$ cat src/rtl/pc_sequencer.sv
// ============================================================================
// pc_sequencer : PC register control (start/stall/branch/halt, flush window)
// Revision     : 1.0
// ============================================================================
`default_nettype none

module pc_sequencer #(
  parameter int               WIDTH        = 32,
  parameter logic [WIDTH-1:0] RESET_PC     = '0,
  parameter int               INSTR_BYTES  = 4,
  parameter int               FLUSH_CYCLES = 2
) (
  input  logic             clk,
  input  logic             rst,
  input  logic             start,
  input  logic             stall,
  input  logic             branch_taken,
  input  logic [WIDTH-1:0] branch_target,
  input  logic             halt,
  input  logic [WIDTH-1:0] q_PC,
  output logic             en,
  output logic [WIDTH-1:0] d_PC,
  output logic             flush,
  output logic             busy,
  output logic             halted,
  output logic [WIDTH-1:0] fetch_count
);

  localparam logic [1:0] S_IDLE   = 2'd0;
  localparam logic [1:0] S_RUN    = 2'd1;
  localparam logic [1:0] S_FLUSH  = 2'd2;
  localparam logic [1:0] S_HALTED = 2'd3;

  localparam int CW = (FLUSH_CYCLES > 1) ? $clog2(FLUSH_CYCLES) : 1;

  logic [1:0]       state_q, state_d;
  logic [CW-1:0]    flush_cnt_q, flush_cnt_d;
  logic [WIDTH-1:0] fetch_count_q, fetch_count_d;
  logic [WIDTH-1:0] pc_inc;

  assign pc_inc = q_PC + WIDTH'(INSTR_BYTES);

  always_comb begin
    state_d       = state_q;
    flush_cnt_d   = flush_cnt_q;
    fetch_count_d = fetch_count_q;
    en            = 1'b0;
    d_PC          = RESET_PC;
    flush         = 1'b0;
    // Outputs are combinational, so reset must mask them without a clock edge
    if (!rst) begin
      case (state_q)
        S_RUN: begin
          if (halt) begin
            d_PC    = q_PC;
            state_d = S_HALTED;
          end else if (branch_taken) begin
            en    = 1'b1;
            d_PC  = branch_target;
            flush = 1'b1;
            if (FLUSH_CYCLES > 1) begin
              flush_cnt_d = CW'(FLUSH_CYCLES - 1);
              state_d     = S_FLUSH;
            end
          end else if (stall) begin
            d_PC = q_PC;
          end else begin
            en   = 1'b1;
            d_PC = pc_inc;
          end
        end
        S_FLUSH: begin
          flush = 1'b1;
          if (stall) begin
            d_PC = q_PC;
          end else begin
            en          = 1'b1;
            d_PC        = pc_inc;
            flush_cnt_d = flush_cnt_q - CW'(1);
            if (flush_cnt_q == CW'(1)) state_d = S_RUN;
          end
        end
        default: begin
          if (start) begin
            en            = 1'b1;
            fetch_count_d = '0;
            state_d       = S_RUN;
          end
        end
      endcase
      if (en && (state_q == S_RUN || state_q == S_FLUSH))
        fetch_count_d = fetch_count_q + WIDTH'(1);
    end
  end

  always_ff @(posedge clk or posedge rst) begin
    if (rst) begin
      state_q       <= S_IDLE;
      flush_cnt_q   <= '0;
      fetch_count_q <= '0;
    end else begin
      state_q       <= state_d;
      flush_cnt_q   <= flush_cnt_d;
      fetch_count_q <= fetch_count_d;
    end
  end

  assign busy        = (state_q == S_RUN) || (state_q == S_FLUSH);
  assign halted      = (state_q == S_HALTED);
  assign fetch_count = fetch_count_q;

endmodule

`default_nettype wire

$ cat config.mk
export PLATFORM = sky130hd
export DESIGN_NAME = pc_sequencer
export DESIGN_NICKNAME = d
export VERILOG_FILES = /design/src/rtl/pc_sequencer.sv
export SDC_FILE = /design/constraint.sdc
export NUM_CORES = 1
export LEC_CHECK = 0
export CAP_MARGIN = 20
export CORE_MARGIN = 2
export CORE_UTILIZATION = 39
export CTS_BUF_LIST = sky130_fd_sc_hd__clkbuf_16
export DETAILED_ROUTE_END_ITERATION = 8
export PLACE_DENSITY = 0.72
export REMOVE_ABC_BUFFERS = 1
export SETUP_SLACK_MARGIN = 0.5
export SLEW_MARGIN = 30
export SYNTH_ARGS = -nofsm -noshare
export SYNTH_HDL_FRONTEND = slang
export SYNTH_SLANG_ARGS = --single-unit
$ cat constraint.sdc
create_clock -name clk -period 4.4 [get_ports clk]
set_clock_uncertainty 0.1 [all_clocks]
set_input_delay 0.66 -clock clk [delete_from_list [all_inputs] [get_ports clk]]
set_output_delay 0.66 -clock clk [all_outputs]
set_load 0.05 [all_outputs]
==> results.toml <==
[status]
status = "completed"

[global_routing]
grt_pass1_vias = 4331
grt.total_usage = 0.273
grt_max_degree = 38
grt_first_pass_wirelength_mm = 22.9
overflow = 0
antenna_found_initial = 0

[floorplan]
initial_core_util = 0.401
io_pins = 138
dieArea_mm2 = 0.0103
rows = 35
die_w_um = 101
die_h_um = 101
core_mm2 = 0.00920

[critical_path]
cpPeakStageDelay_ps = 500
crit_path_start = "stall"
slowest_stage = "nor4_2"
critPathTopFamily = "simple AND/OR/NAND/NOR gates"
r2r_setup_slack_ps = 940
crit_required_ps = 3640
critPathKind = "input pin to primary output"
worstPathCellList = "clkdlybuf4s50_1, nand3b_1, nor4_2, nand3_1, xor2_1, a221oi_1, buf_12"
cp-end-kind = "primary output"
rr_endpoint = "fetch_count[31]$_DFFE_PP0P_"
reg2regPathDepth = 7
crit_arrival_ps = 3050
critPathLaunchType = "input pin"
cp_max_fo = 8
rr_startpoint = "state_q[0]$_DFFE_PP0P_"
path_buf_inv = 2

[place]
dpl_cell_area_mm2 = 0.00551
pre_cts_ws_ps = 330
placedCellCount = 724
globalplace.congestion = 0.916
port_buffers = 137
post-dp-hpwl_mm = 10.3

[power]
swShare = 0.518
p_switching_uw = 1530
p_seq_frac = 0.156
internal-power_uw = 1420
ir_drop_uv = 377
combPwrFrac = 0.732
power_density_mw_per_mm2 = 516
p_leak_uw = 0.00213
clockPowerShare = 0.112

[yosys]
synth_seq_area_share = 0.237
synthArstFlopShare = 1.00
synth_edf_count = 0
synth_flop_cell = "dfrtp_1"
yosys_warnings = 0
postSynthAreaPerCell_um2 = 7.44
ys_types = 55
synthesis.area_mm2 = 0.00369
postSynthCellCount = 496
ys_ff_latch = 35

[final_layout]
antenna_cells = 0
stdcell_area_mm2 = 0.00573
nNetsFinal = 697
synthToLayoutAreaGrowth_pct = 55.2
final_cells = 734
fin_util = 0.623
drive_gt1_frac = 0.140

[route]
wirelength_mm = 14.3
via_per_inst = 6.32
drt-pass1-iter-count = 5
drc = 0
wl_per_cell_um = 19.5
vias = 4639
drtIter0Drc = 420
ant_nets = 0

[timing]
finalHoldViolCount = 0
fin_crit_sh = 0.865
slew_headroom = 0.411
maxSlewViolCount = 0
worst_slew_pin_slew_ps = 884
hold_ws_ps = 433
period_needed_ps = 3810
postLayoutSetupSlackWorst_ps = 592
grt_setup_unrepaired = "false"
finalSetupViolations = 0
fmax_mhz = 263

[clock_tree]
clockRootBuffer = "clkbuf_16"
tritoncts = "built"
htree_num_levels = 2
clk_pin_slew_ps = 50
numCtsBuffers = 5
cts_sinks = 35
clockBufferDepth = 2
clock_latency_ps = 280

[hold_path]
holdCritStartpoint = "fetch_count[20]$_DFFE_PP0P_"
hold_path_depth = 1
hold_path_class = "flip-flop to flip-flop"
whs_endpoint = "fetch_count[20]$_DFFE_PP0P_"

[job]
drv_cap = 0
[Yosys cell counts (6+ instances only)]
cell / n / share of area
a31oi_1: 12 / 0.020
a22oi_1: 6 / 0.012
o221ai_1: 15 / 0.036
xor2_1: 13 / 0.031
nand3_1: 24 / 0.033
a22o_1: 9 / 0.021
o221a_2: 13 / 0.040
nand4_1: 21 / 0.036
xnor2_1: 15 / 0.036
nor4_1: 7 / 0.012
or3_1: 8 / 0.014
a21oi_1: 26 / 0.035
and3_1: 7 / 0.012
nor2_1: 32 / 0.033
inv_1: 22 / 0.022
dfrtp_1: 35 / 0.24
o31ai_1: 11 / 0.022
o22ai_1: 6 / 0.010
clkbuf_1: 31 / 0.032
nand2_1: 48 / 0.049
nor3_1: 12 / 0.016
a221oi_1: 6 / 0.014
o21ai_0: 55 / 0.075
[layout by cell type (no fill, tap or decap), types with 18 or more instances in the layout]
| master | instances |
|---|---|
| dfrtp_1 | 35 |
| nand4_1 | 21 |
| nand2_1 | 48 |
| buf_4 | 18 |
| a21oi_1 | 26 |
| o21ai_0 | 55 |
| buf_12 | 32 |
| clkdlybuf4s50_1 | 99 |
| nand3_1 | 23 |
| inv_1 | 24 |
| nor2_1 | 32 |
[power by group through the flow]
| stage | registers (uW) | clock network, uW | logic (uW) |
|---|---|---|---|
| floorplan | 596 | 0 | 1100 |
| global placement | 461 | 0 | 2110 |
| detailed placement | 464 | 0 | 2140 |
| CTS | 459 | 336 | 2150 |
| global route | 475 | 354 | 2290 |
| finish | 461 | 331 | 2160 |
[layer usage]
| metal | GRT usage | part of all wire |
|---|---|---|
| met1 | 0.386 | 0.44 |
| met4 | 0.0800 | 0.019 |
| met3 | 0.0531 | 0.079 |
| met5 | 0 | 0 |
| met2 | 0.424 | 0.46 |
[state kept, by name, indices dropped and copies added, names as in the netlist]
register and count:
fetch_count 32, flush_cnt_q 1, state_q 2
[logic make-up after synthesis]
| family | share of synthesized area |
|---|---|
| multiplexers | 0.00881 |
| AO/OA/AOI/OAI | 0.342 |
| XOR/XNOR | 0.0664 |
| buffers and inverters | 0.0614 |
| adder cells (fa/ha/maj) | 0.0169 |
| AND/OR/NAND/NOR | 0.267 |
| flip-flops | 0.237 |
[cell type report]
type                       instances  area [um2]
sequential                        35         876
clock buffer                       5         125
multi-input combinational        403        2640
clock inverter                     3        12.5
timing repair buffer             155        1850
inverter                          22        82.6
fill                             784        3470
tap                              111         139
[worst max path at each step]
stage                           to  slack [ps]  cells after the start
after CTS                 d_PC[30]         510                      8
after global routing      d_PC[23]         480                      7
after global placement    d_PC[18]         320                      8
after floorplan           d_PC[19]        -130                      4
final                     d_PC[23]         590                      7
after detailed placement  d_PC[18]         330                      8
[what timing repair did]
item,4_1_cts,5_1_grt
setup buffers,2,0
cloned,0,0
hold buffers,0,0
resized for setup,2,10
pin swaps,2,3
setup endpoints to repair,6,12
[metrics by stage]
step | total power [uW] | TNS, ps
after detailed placement | 2600 | 0
after global routing | 3120 | 0
final | 2960 | 0
after floorplan | 1690 | -133
after global placement | 2570 | 0
after CTS | 2950 | 0
No activity file was read; power rests on OpenSTA's default activity.
